===== config.mk =====
export PLATFORM = sky130hd
export DESIGN_NAME = enc_tx_serializer
export DESIGN_NICKNAME = d
export VERILOG_FILES = /design/src/rtl/enc_tx_serializer.sv
export SDC_FILE = /design/constraint.sdc
export NUM_CORES = 1
export LEC_CHECK = 0
export ABC_AREA = 0
export BUFFER_PORTS_ARGS = -buffer_cell sky130_fd_sc_hd__buf_2
export CELL_PAD_IN_SITES_DETAIL_PLACEMENT = 0
export CELL_PAD_IN_SITES_GLOBAL_PLACEMENT = 2
export CORE_UTILIZATION = 38
export CTS_BUF_LIST = sky130_fd_sc_hd__clkbuf_4 sky130_fd_sc_hd__clkbuf_8
export DETAILED_ROUTE_END_ITERATION = 16
export PLACE_DENSITY = 0.93
export SLEW_MARGIN = 20
export SYNTH_ARGS = -nofsm -noshare
export SYNTH_HDL_FRONTEND = slang
export SYNTH_SLANG_ARGS = --single-unit

===== constraint.sdc =====
create_clock -name clk -period 3.95 [get_ports clk]
set_input_delay 0.395 -clock clk [delete_from_list [all_inputs] [get_ports clk]]
set_output_delay 0.395 -clock clk [all_outputs]
set_load 0.1 [all_outputs]

===== src/rtl/enc_tx_serializer.sv =====
// enc_tx_serializer: turns a 10-symbol message into ASCII bytes for a UART transmitter.
// Latency: i_start -> first o_tx_stb in 2 cycles when the UART is idle.
// Backpressure: a byte is not strobed while i_tx_busy is high, so a busy UART stalls the block.
//
// Ports:
//   clk, rst          system clock, synchronous active-high reset
//   i_data[79:0]      10 symbol codes, byte 0 in [79:72] is sent first
//   i_start           send request, only looked at in IDLE
//   i_tx_busy         busy flag from the UART transmitter
//   o_tx_data[7:0]    ASCII byte, held from its strobe until the next strobe
//   o_tx_stb          one-cycle strobe qualifying o_tx_data
//   o_busy            high whenever the FSM is not in IDLE
//   o_done            one-cycle pulse after the last byte has completed
module enc_tx_serializer #(
  parameter int APPEND_CRLF = 1,
  parameter int ACK_WAIT    = 4
) (
  input  logic        clk,
  input  logic        rst,
  input  logic [79:0] i_data,
  input  logic        i_start,
  input  logic        i_tx_busy,
  output logic [7:0]  o_tx_data,
  output logic        o_tx_stb,
  output logic        o_busy,
  output logic        o_done
);

  localparam int         NBYTES = (APPEND_CRLF != 0) ? 12 : 10;
  localparam int         AW     = (ACK_WAIT > 1) ? $clog2(ACK_WAIT) : 1;
  localparam logic [3:0] LAST   = 4'(NBYTES - 1);
  localparam logic [AW-1:0] ACK_LAST = AW'(ACK_WAIT - 1);

  typedef enum logic [2:0] {
    IDLE,
    STROBE,
    WAIT_ACK,
    WAIT_IDLE,
    DONE
  } state_t;

  state_t        r_state;
  logic [79:0]   r_shift;
  logic [3:0]    r_idx;
  logic [AW-1:0] r_ack_cnt;
  logic [7:0]    r_tx_data;
  logic          r_tx_stb;
  logic          r_busy;
  logic          r_done;

  logic [7:0]    w_code;
  logic [7:0]    w_ascii;
  logic [7:0]    w_byte;

  // The current symbol always sits in the top byte; the register shifts left
  // by one byte each time a byte completes.
  assign w_code = r_shift[79:72];

  always_comb begin
    if (w_code <= 8'h09)      w_ascii = 8'h30 + w_code;
    else if (w_code <= 8'h23) w_ascii = 8'h41 + (w_code - 8'h0A);
    else if (w_code <= 8'h3D) w_ascii = 8'h61 + (w_code - 8'h24);
    else if (w_code == 8'h3E) w_ascii = 8'h3F;
    else if (w_code == 8'h3F) w_ascii = 8'h21;
    else                      w_ascii = 8'h20;
  end

  // Indices 10 and 11 are the CR/LF trailer and bypass the symbol table.
  always_comb begin
    if (r_idx == 4'd10)      w_byte = 8'h0D;
    else if (r_idx == 4'd11) w_byte = 8'h0A;
    else                     w_byte = w_ascii;
  end

  always_ff @(posedge clk) begin
    if (rst) begin
      r_state   <= IDLE;
      r_shift   <= '0;
      r_idx     <= '0;
      r_ack_cnt <= '0;
      r_tx_data <= 8'h00;
      r_tx_stb  <= 1'b0;
      r_busy    <= 1'b0;
      r_done    <= 1'b0;
    end else begin
      r_tx_stb <= 1'b0;
      r_done   <= 1'b0;
      case (r_state)
        IDLE: begin
          if (i_start) begin
            r_shift <= i_data;
            r_idx   <= '0;
            r_busy  <= 1'b1;
            r_state <= STROBE;
          end
        end
        STROBE: begin
          if (!i_tx_busy) begin
            r_tx_stb  <= 1'b1;
            r_tx_data <= w_byte;
            r_ack_cnt <= '0;
            r_state   <= WAIT_ACK;
          end
        end
        WAIT_ACK: begin
          // A UART that never raises busy is treated as having accepted the
          // byte once the acknowledge window runs out.
          if (i_tx_busy || (r_ack_cnt == ACK_LAST)) begin
            r_state <= WAIT_IDLE;
          end else begin
            r_ack_cnt <= r_ack_cnt + AW'(1);
          end
        end
        WAIT_IDLE: begin
          if (!i_tx_busy) begin
            if (r_idx == LAST) begin
              r_done  <= 1'b1;
              r_state <= DONE;
            end else begin
              r_idx   <= r_idx + 4'd1;
              r_shift <= {r_shift[71:0], 8'h00};
              r_state <= STROBE;
            end
          end
        end
        DONE: begin
          // o_done is high during this state; busy drops as IDLE is entered.
          r_busy  <= 1'b0;
          r_state <= IDLE;
        end
        default: begin
          r_busy  <= 1'b0;
          r_state <= IDLE;
        end
      endcase
    end
  end

  assign o_tx_data = r_tx_data;
  assign o_tx_stb  = r_tx_stb;
  assign o_busy    = r_busy;
  assign o_done    = r_done;

endmodule


**Yosys cells after proc, flatten, opt, wreduce, memory -nomap -nowiden**

Cells that the tools add are included.
Widths: inputs -> output; s select.

- Register bits after elaboration: 100
- Bits in latches: 0
- Memory bits (writable): 0
- ROM bits: 0
- Bits of input ports: 84
- Word-level logic and storage cells: 76
- Memories: 0

- Add/subtract/negate cells: 7
- $mul: 0
- Divide/modulo/power cells: 0
- $lt $le $gt $ge: 3
- Equal/unequal tests: 14
- Shift-type cells: 0
- Mux-type cells: 28
- Bitwise gates (word level): 4
- Reduce and logical (&&, ||, !) cells: 12

Operators by type and width:

| operator | number |
|---|---|
| $mux 80 | 3 |
| $pmux 80 s2 | 1 |
| $mux 8 | 5 |
| $add 7x8->8 const A | 2 |
| $eq 8x6->1 const B | 2 |
| $le 8x6->1 const B | 2 |
| $mux 3 | 5 |
| $mux 4 | 3 |
| $ne 2x2->1 const B | 6 |
| $pmux 3 s4 | 1 |
| $add 6x8->8 const A | 1 |
| $eq 4x4->1 const B | 2 |
| $le 8x4->1 const B | 1 |
| $pmux 4 s2 | 1 |
| $reduce_and 4->1 | 2 |
| $sub 8x4->8 const B | 1 |
| $sub 8x6->8 const B | 1 |
| $eq 3x2->1 const B | 2 |
| $reduce_or 3->1 | 2 |
| $mux 5 | 1 |
| $add 4x1->4 const B | 1 |
| $mux 1 | 4 |
| $mux 2 | 2 |
| $not 1->1 | 4 |
| 11 further kinds | 13 |

**Depth between registers and ports, before layout**

Gate-level depths: netlist of run 1.

- Word-level depth: 8
- Depth in mapped cells: 9
- Mapped depth without buffers: 7

**Worst setup path after synthesis of run 1**

OpenSTA, ideal clock, no wires.

- Kind: register to register
- Start point: register r_shift[72]
- End point: register r_tx_data[1] (netlist: o_tx_data[1])
- Data arrival time: 1.731 ns
- Required time: 3.836 ns
- Slack: 2.105 ns
- Cell stages (with the launch flop): 8
- Path buffers: 0
- Period minus slack after synthesis: 1.845 ns
- Cells stage by stage: dfxtp_1 > inv_1 > ha_1 > nor2_1 > nand4_2 > mux2_2 > a31oi_1 > a2111oi_0

- Longest elaborated chain between the ends: 7

RTL lines:

| element | line | source |
|---|---|---|
| start: declaration | 43 | `logic [79:0] r_shift;` |
| start signal: assignment | 91 | `r_shift <= i_data;` |
| start signal: assignment | 121 | `r_shift <= {r_shift[71:0], 8'h00};` |
| $sub 8x6->8 or $eq 8x6->1 (tied branches) | 62, 63 |  |
| $add 7x8->8 or $mux 5 (tied branches) | 62, 63 |  |
| $mux 8 | 62 | `else if (w_code <= 8'h3D) w_ascii = 8'h61 + (w_code - 8'h24);` |
| $mux 8 | 61 | `else if (w_code <= 8'h23) w_ascii = 8'h41 + (w_code - 8'h0A);` |
| $mux 8 (*) | 60 | `if (w_code <= 8'h09) w_ascii = 8'h30 + w_code;` |
| $mux 8 (*) | 71 | `else if (r_idx == 4'd11) w_byte = 8'h0A;` |
| $mux 8 (*) | 70 | `if (r_idx == 4'd10) w_byte = 8'h0D;` |
| end signal: assignment | 100 | `r_tx_data <= w_byte;` |
| end: declaration | 46 | `logic [7:0] r_tx_data;` |

Every way passes the cells marked *; elsewhere a longest branch is shown, timed or not.
A chain may end at the register's enable or synchronous reset.

**Worst setup path in the final report of run 1**

- Start point: register r_state[2]
- End point: register r_shift[76]

- Longest elaborated chain between the ends: 3

RTL lines:

| element | line | source |
|---|---|---|
| start: declaration | 42 | `state_t r_state;` |
| start signal: assignment | 77 | `r_state <= IDLE;` |
| start signal: assignment | 94 | `r_state <= STROBE;` |
| start signal: assignment | 102 | `r_state <= WAIT_ACK;` |
| $eq 3x2->1 or $logic_not 3->1 (tied branches) | 88 | `case (r_state)` |
| $ne 2x2->1 (no line) or $reduce_bool 2->1 (tied branches) | -- |  |
| $reduce_and 4->1 (no line) | -- |  |

Several ways; a longest one is shown, not always the timed one.

==> key figures, run 1 <==
Run status
  – Status: completed

Global route
  – Total global routing overflow: 0
  – Via count of the first global-routing pass: between 3000 and 4000
  – Initial antenna violation count: 0
  – Maximum number of pins on one net before global-route repair: between 100 and 150
  – Global-route usage over all layers: between 15 and 20%
  – Global-route wire length before repair: ~17000 microns

Clock network
  – Latest clock arrival within the worst-skew pair: approximately 0.38 ns
  – Hold buffers post-CTS: 0
  – Setup bufs post-CTS: 0
  – Deepest clock path buffer count: 2
  – # resized after CTS: 0
  – Number of H-tree levels: 3
  – Clock tree from TritonCTS: built
  – Number of buffers created by CTS: 9
  – Number of clock sinks: 100
  – Cell at the root of the clock tree: sky130_fd_sc_hd__clkbuf_8
  – Clk pin slew, worst setup/hold paths: around 0.10 ns

Detailed routing
  – Wire per inst: ~14 microns
  – Sum of routed wire length over all layers: ~11000 microns
  – Number of DRC markers in iteration 0: between 200 and 300
  – DRC violation count after routing: 0
  – First-pass iteration count of the detailed router: 4
  – Routed vias: slightly below 4000
  – Per-cell via count in the routed design: 5.10
  – Final ANT Viol Nets: 0

STA
  – Slew at the pin with the worst max-slew slack: between 1 and 1.5 ns
  – Unrepaired setup endpoints after global routing: no
  – Final Setup Violations: 0
  – Worst slew slack as a fraction of its limit: about 30%
  – Number of hold-slack violations in the final timing report: 0
  – Share of the cycle needed by the critical path after routing: a little under two thirds
  – Setup TNS: 0 ns
  – Setup skew after layout: between 0.01 and 0.015 ns
  – Pins over their slew limit: 0
  – Minimum clock period: ~2.5 ns
  – Maximum frequency from static timing analysis: between 300 and 400 MHz

Pwr
  – Power dissipated by switching net loads: approximately 780 uW
  – Sw frac: 32.3%
  – Cell Int Power: ~1600 uW
  – Combinational fraction of design power: 22.9%
  – Seq pwr share: 49.3%
  – Lkg Pwr: ~0.0027 uW
  – IR drop worst, VDD: 232 uV
  – Clock group share of total power: 27.8%
  – Total power divided by cell area: ~430 nW/um^2

Floorplan
  – Die Area: around 13000 sq um
  – Overall die width: about 110 microns
  – Overall die height: ~110 microns
  – Area of the core: between 10000 and 15000 sq um
  – Starting utilization of the core area: 39.7%
  – Row count: 40
  – Ports placed on the boundary: 95

Layout
  – Antenna diode count: 0
  – Final layout net count: between 600 and 700
  – Count of non-filler cells in the finished layout: roughly 760
  – Fillers: about 1200
  – P&R area growth vs syn: 14.4%
  – Final standard cell area without fillers: around 5600 sq um
  – Commonest non-fill, non-tap cells in the layout: 100 x sky130_fd_sc_hd__dfxtp_1, 99 x sky130_fd_sc_hd__nor2_1, 93 x sky130_fd_sc_hd__buf_2
  – Sequential cell area: around 2000 sq um
  – Share of layout cells above drive strength 1: a little over a fifth
  – Most frequent standard cell in the layout excluding fill and tap cells: sky130_fd_sc_hd__dfxtp_1
  – Area taken by multi-input logic gates: between 2000 and 3000 sq um

Place
  – Gp weighted congestion: roughly 0.8
  – # port buffers: 94
  – HPWL after detailed placement: about 7500 microns
  – Standard cell area after detailed placement: ~5400 sq um
  – Number of instances in the placed design: 740

Synthesis
  – Most area-consuming cells after synthesis: sky130_fd_sc_hd__dfxtp_1 41%, sky130_fd_sc_hd__mux2i_1 15%, sky130_fd_sc_hd__a211oi_1 11%
  – Gate Count Post-Synth: 520
  – Synthesized Nets: 614
  – Mapped Avg Cell Area: just over 9 sq um
  – Post-synthesis cell area: about 4900 sq um
  – Number of synthesized flops with an enable pin: 0
  – Share of the synthesized area in the top cell type: 41.3%
  – Synth async-reset ratio: 0%
  – Leading area contributor after synthesis: sky130_fd_sc_hd__dfxtp_1
  – Yosys reg bits: 100
  – Synthesis warning total: 0
  – Number of distinct library cell variants in the gate-level netlist after synthesis: between 50 and 60
  – Most used flip-flop cell after synthesis: sky130_fd_sc_hd__dfxtp_1
  – Sequential fraction of the synthesis area: between 40% and 50%

Setup path
  – Endpoint kind of the worst setup timing path: register
  – CP Launch Point: r_state[2]
  – Arrival time of the worst setup path: between 2 and 3 ns
  – Data required time of the worst path: ~4.2 ns
  – Worst R2R Setup Slack: ~1.4 ns
  – Capturing element of the worst setup path: r_shift[76]
  – End of the worst register-to-register path: r_shift[76]
  – Number of cell instances on the worst register-to-register path: 4
  – Launch instance of the worst register-to-register path: r_state[2]
  – Critical Setup Path Class: register to register
  – Crit path launch type: register
  – Worst Path Max Fanout: 58

Hold path
  – Tightest Hold Check Type: input pin to register

Flow run
  – Max-capacitance violation count: 0
[flip-flops by register name (all words and copies together), names as in the netlist]
signal     cells
r_idx          4
o_done         1
r_shift       80
o_busy         1
r_state        3
o_tx_data      8
r_ack_cnt      2
o_tx_stb       1
[critical path, cell delays in order (launching register included)]
cell	delay, ns
sky130_fd_sc_hd__dfxtp_1	0.66
sky130_fd_sc_hd__or2_4	0.90
sky130_fd_sc_hd__buf_4	0.43
sky130_fd_sc_hd__mux2i_1	0.24
sky130_fd_sc_hd__a211oi_1	0.09
[synth_stat cells (3+ instances only)]
cell type and n:
sky130_fd_sc_hd__a21oi_1 8, sky130_fd_sc_hd__nor2_1 99, sky130_fd_sc_hd__ha_1 10, sky130_fd_sc_hd__o2111ai_1 3, sky130_fd_sc_hd__dfxtp_1 100, sky130_fd_sc_hd__buf_1 3
sky130_fd_sc_hd__buf_4 3, sky130_fd_sc_hd__mux2i_1 72, sky130_fd_sc_hd__or3_1 4, sky130_fd_sc_hd__a31oi_1 4, sky130_fd_sc_hd__o21ai_0 7, sky130_fd_sc_hd__xnor2_1 9
sky130_fd_sc_hd__a211oi_1 73, sky130_fd_sc_hd__nor3_1 11, sky130_fd_sc_hd__nand3_1 4, sky130_fd_sc_hd__clkbuf_1 13, sky130_fd_sc_hd__nor4_1 3, sky130_fd_sc_hd__nand2_1 10
sky130_fd_sc_hd__inv_1 8, sky130_fd_sc_hd__nor2b_1 4, sky130_fd_sc_hd__buf_2 25, sky130_fd_sc_hd__a22oi_1 10
[layer usage]
metal / wire length [microns] / vias to the layer above / track usage [%] / share of wire (%)
met5: 0 / - / 0 / 0
met4: 149 / 0 / 5.63 / 1.4
met3: 560 / 13 / 5.64 / 5.2
met2: 5020 / 71 / 27.4 / 47
met1: 5010 / 1743 / 21.2 / 47
li1: - / 2025 / - / -
[cell families (layout without fill, tap and decap cells)]
logic type,after synthesis,after routing,synth area share [%]
adder cells (fa/ha/maj),10,10,2.58
buffers and inverters,53,121,5.13
AND/OR/NAND/NOR,154,154,15.4
AO/OA/AOI/OAI,120,120,18.6
flip-flops,100,100,41.3
multiplexers,74,74,15.3
XOR/XNOR,9,9,1.63
[stage by stage]
stage / worst slack [ns] / hold WS [ns] / utilization (%) / total power, uW
floorplan: 2.10 / 0.460 / - / 1640
global placement: 1.52 / 0.440 / 43.8 / 1760
detailed placement: 1.45 / 0.443 / 43.8 / 1770
CTS: 1.43 / 0.226 / 45.5 / 2440
global route: 1.26 / 0.230 / 45.5 / 2560
finish: 1.44 / 0.244 / 45.5 / 2410
[area by class of cell]
class / instances / area share [%]
multi-input cells: 367 / 46.9
well taps: 168 / 3.79
clock buffers: 9 / 2.23
inverters: 8 / 0.541
repair buffers: 97 / 9.15
clock inverters: 7 / 1.33
flip-flops and latches: 100 / 36.1
[power by group through the flow]
stage | clock network, uW | registers, uW | logic, uW
2_1_floorplan | 0 | 1240 | 405
3_3_place_gp | 0 | 1210 | 549
3_5_place_dp | 0 | 1210 | 557
4_1_cts | 696 | 1190 | 558
5_1_grt | 741 | 1200 | 615
6_report | 669 | 1190 | 552
[worst min path at each step]
stage | startpoint | end | slack [ns] | cells past startpoint
after floorplan | r_state[0] | o_done | 0.46 | 2
after global placement | o_tx_data[7] | o_tx_data[7] | 0.44 | 1
after detailed placement | o_tx_data[7] | o_tx_data[7] | 0.44 | 1
after CTS | i_data[0] | r_shift[0] | 0.23 | 3
after global routing | i_data[0] | r_shift[0] | 0.23 | 3
final | i_data[0] | r_shift[0] | 0.24 | 3
Power figures use the tool's default switching activity.
==> inputs of run 2 (changes only) <==
--- a/config.mk
+++ b/config.mk
@@ -9,10 +9,10 @@
 export BUFFER_PORTS_ARGS = -buffer_cell sky130_fd_sc_hd__buf_2
 export CELL_PAD_IN_SITES_DETAIL_PLACEMENT = 0
 export CELL_PAD_IN_SITES_GLOBAL_PLACEMENT = 2
-export CORE_UTILIZATION = 38
+export CORE_UTILIZATION = 31
 export CTS_BUF_LIST = sky130_fd_sc_hd__clkbuf_4 sky130_fd_sc_hd__clkbuf_8
 export DETAILED_ROUTE_END_ITERATION = 16
-export PLACE_DENSITY = 0.93
+export PLACE_DENSITY = 0.82
 export SLEW_MARGIN = 20
 export SYNTH_ARGS = -nofsm -noshare
 export SYNTH_HDL_FRONTEND = slang
==> constraint.sdc (replaced) <==
create_clock -name clk -period 2.1 [get_ports clk]
set_input_delay 0.21 -clock clk [delete_from_list [all_inputs] [get_ports clk]]
set_output_delay 0.21 -clock clk [all_outputs]
set_load 0.1 [all_outputs]
==> run 2 against run 1 <==
Fmax is 28% higher. Hold slack got worse by 0.17 ns. Clock skew about the same. Sequential cell count unchanged.
==> key figures, run 2 (synthesized netlist as in run 1, its figures left out) <==
Setup path
  – Critical Setup Path Class: register to register (unchanged)
  – Critical-path top delay cell: sky130_fd_sc_hd__dfxtp_1 (was sky130_fd_sc_hd__or2_4)
  – Data required time of the worst path: 2.41 ns (was 4.20 ns)
  – Arrival time of the worst setup path: 2.26 ns (was 2.76 ns)
  – Longest individual stage delay on the worst path: 0.58 ns (was 0.90 ns)
  – Cell-by-cell trace of the critical path: nor2b_4, a31oi_4, or2_1, or3_1, a21oi_1 (was or2_4, buf_4, mux2i_1, a211oi_1)
  – Worst Path Max Fanout: 12 (was 58)
  – Endpoint kind of the worst setup timing path: register (unchanged)
  – Family with the most delay on the worst path: simple AND/OR/NAND/NOR gates (unchanged)
  – Worst path bufs/invs: 0 (was 1)
  – Crit path launch type: register (unchanged)

Clock network
  – Number of buffers created by CTS: 9 (unchanged)
  – Number of clock sinks: 100 (unchanged)
  – Cell at the root of the clock tree: sky130_fd_sc_hd__clkbuf_8 (unchanged)
  – Latest clock arrival within the worst-skew pair: 0.38 ns (about the same)
  – Clock tree from TritonCTS: built (unchanged)
  – Number of H-tree levels: 3 (unchanged)
  – Clk pin slew, worst setup/hold paths: 0.09 ns (was 0.10 ns)
  – Deepest clock path buffer count: 2 (unchanged)

STA
  – Unrepaired setup endpoints after global routing: no (unchanged)
  – Worst slew slack as a fraction of its limit: 61.6% (was 29.8%)
  – Slew at the pin with the worst max-slew slack: 0.562 ns (was 1.05 ns)
  – Setup skew after layout: 0.0112 ns (about the same)
  – Maximum frequency from static timing analysis: 511 MHz (was 398 MHz)
  – Minimum clock period: 1.96 ns (was 2.51 ns)
  – Share of the cycle needed by the critical path after routing: 93.1% (was 63.5%)
  – Setup TNS: 0 ns (unchanged)
  – Final Setup Violations: 0 (unchanged)
  – Number of hold-slack violations in the final timing report: 0 (unchanged)
  – Setup slack of the critical path after layout: 0.144 ns (was 1.44 ns)
  – Pins over their slew limit: 0 (unchanged)

Layout
  – Antenna diode count: 0 (unchanged)
  – P&R area growth vs syn: 19.7% (was 14.4%)
  – Final layout net count: 696 (was 677)
  – Top reg by flops: r_shift (unchanged)
  – Share of layout cells above drive strength 1: 23.9% (was 21.4%)
  – Number of flip-flops under the largest register name: 80 (unchanged)
  – Count of non-filler cells in the finished layout: 817 (was 756)
  – Commonest non-fill, non-tap cells in the layout: 99 x sky130_fd_sc_hd__nor2_1, 99 x sky130_fd_sc_hd__dfxtp_1, 93 x sky130_fd_sc_hd__buf_2 (was 100 x sky130_fd_sc_hd__dfxtp_1, 99 x sky130_fd_sc_hd__nor2_1, 93 x sky130_fd_sc_hd__buf_2)

Floorplan
  – Area of the core: 15300 sq um (was 12200 sq um)
  – Row count: 45 (was 40)
  – Die Area: 16200 sq um (was 13200 sq um)
  – Starting utilization of the core area: 31.8% (was 39.7%)
  – Overall die width: 127 microns (was 115 microns)
  – Ports placed on the boundary: 95 (unchanged)
  – Overall die height: 127 microns (was 115 microns)

Detailed routing
  – Per-cell via count in the routed design: 4.88 (was 5.10)
  – First-pass iteration count of the detailed router: 4 (unchanged)
  – Sum of routed wire length over all layers: 11700 microns (was 10700 microns)
  – Routed vias: 3990 (was 3852)
  – DRC violation count after routing: 0 (unchanged)
  – Wire per inst: 14.4 microns (was 14.2 microns)
  – Number of DRC markers in iteration 0: 211 (was 258)
  – Final ANT Viol Nets: 0 (unchanged)

Pwr
  – Lkg Pwr: 0.00280 uW (was 0.00268 uW)
  – Clock group share of total power: 24.8% (was 27.8%)
  – Sw frac: 32.5% (was 32.3%)
  – Seq pwr share: 49.4% (was 49.3%)
  – Power dissipated by switching net loads: 1460 uW (was 777 uW)
  – Cell Int Power: 3040 uW (was 1630 uW)
  – Combinational fraction of design power: 25.8% (was 22.9%)
  – IR drop worst, VDD: 352 uV (was 232 uV)
  – Total power divided by cell area: 776 nW/um^2 (was 434 nW/um^2)

Flow run
  – Max-capacitance violation count: 0 (unchanged)

Global route
  – Total global routing overflow: 0 (unchanged)
  – Initial antenna violation count: 2 (was 0)
  – Global-route usage over all layers: 15.3% (was 17.0%)
  – Via count of the first global-routing pass: 4056 (was 3639)
  – Maximum number of pins on one net before global-route repair: 63 (was 145)
  – Global-route wire length before repair: 19700 microns (was 17500 microns)

Hold path
  – Tightest Hold Check Type: input pin to register (unchanged)

Place
  – HPWL after detailed placement: 8450 microns (was 7460 microns)
  – Place WS: 0.125 ns (was 1.45 ns)
  – # port buffers: 94 (unchanged)
  – Gp weighted congestion: 0.879 (was 0.782)
  – Number of instances in the placed design: 802 (was 740)

Run status
  – Status: completed (unchanged)
-- run 2: timing repair --
action / 4_1_cts / 5_1_grt
buffers inserted: 0 / 0
resized for setup: 0 / 1
hold buffers: 0 / 0
setup endpoints to repair: 0 / 2
-- run 2: layout make-up --
class	count	area, sq um
Clock inverter	4	27.5
Inverter	8	30.0
Timing Repair Buffer	116	738
Multi-Input combinational cell	367	2600
Sequential cell	100	2000
Clock buffer	11	139
Tap cell	211	264
Fill cell	1605	9450
-- run 2: final timing paths --
path	startpoint	to	slack, ns	cells past startpoint
worst max register to register	r_state[0]	r_idx[0]	0.14	5
worst max-delay path	r_state[0]	r_idx[0]	0.14	5
worst min-delay path	i_data[0]	r_shift[0]	0.07	3
worst min register to register	o_tx_data[7]	o_tx_data[7]	0.47	1
-- run 2: power by group through the flow --
stage	sequential [uW]	clock (uW)	combinational, uW
2_1_floorplan	2320	0	761
3_3_place_gp	2260	0	1160
3_5_place_dp	2270	0	1170
4_1_cts	2230	1180	1180
5_1_grt	2260	1260	1290
6_report	2220	1120	1160
-- run 2: per-layer routing --
metal	routed length [microns]	vias to the layer above	global-route usage (%)
li1	-	2066	-
met1	5390	1823	18.7
met2	5410	83	24.9
met3	761	16	5.86
met4	148	2	4.69
met5	13	-	0
-- run 2: tightest hold or removal path: stages --
cell and delay (ns):
sky130_fd_sc_hd__buf_2 0.07, sky130_fd_sc_hd__a22oi_1 0.05, sky130_fd_sc_hd__nor2_1 0.08
-- run 2: stage by stage --
stage / cell area, sq um / hold WS, ns / utilization (%) / power [uW]
global placement: 5640 / 0.446 / 36.9 / 3430
CTS: 5800 / 0.0415 / 38.0 / 4580
detailed placement: 5640 / 0.450 / 36.9 / 3440
floorplan: 4850 / 0.358 / - / 3090
global route: 5800 / 0.0576 / 38.0 / 4800
finish: 5800 / 0.0703 / 38.0 / 4510
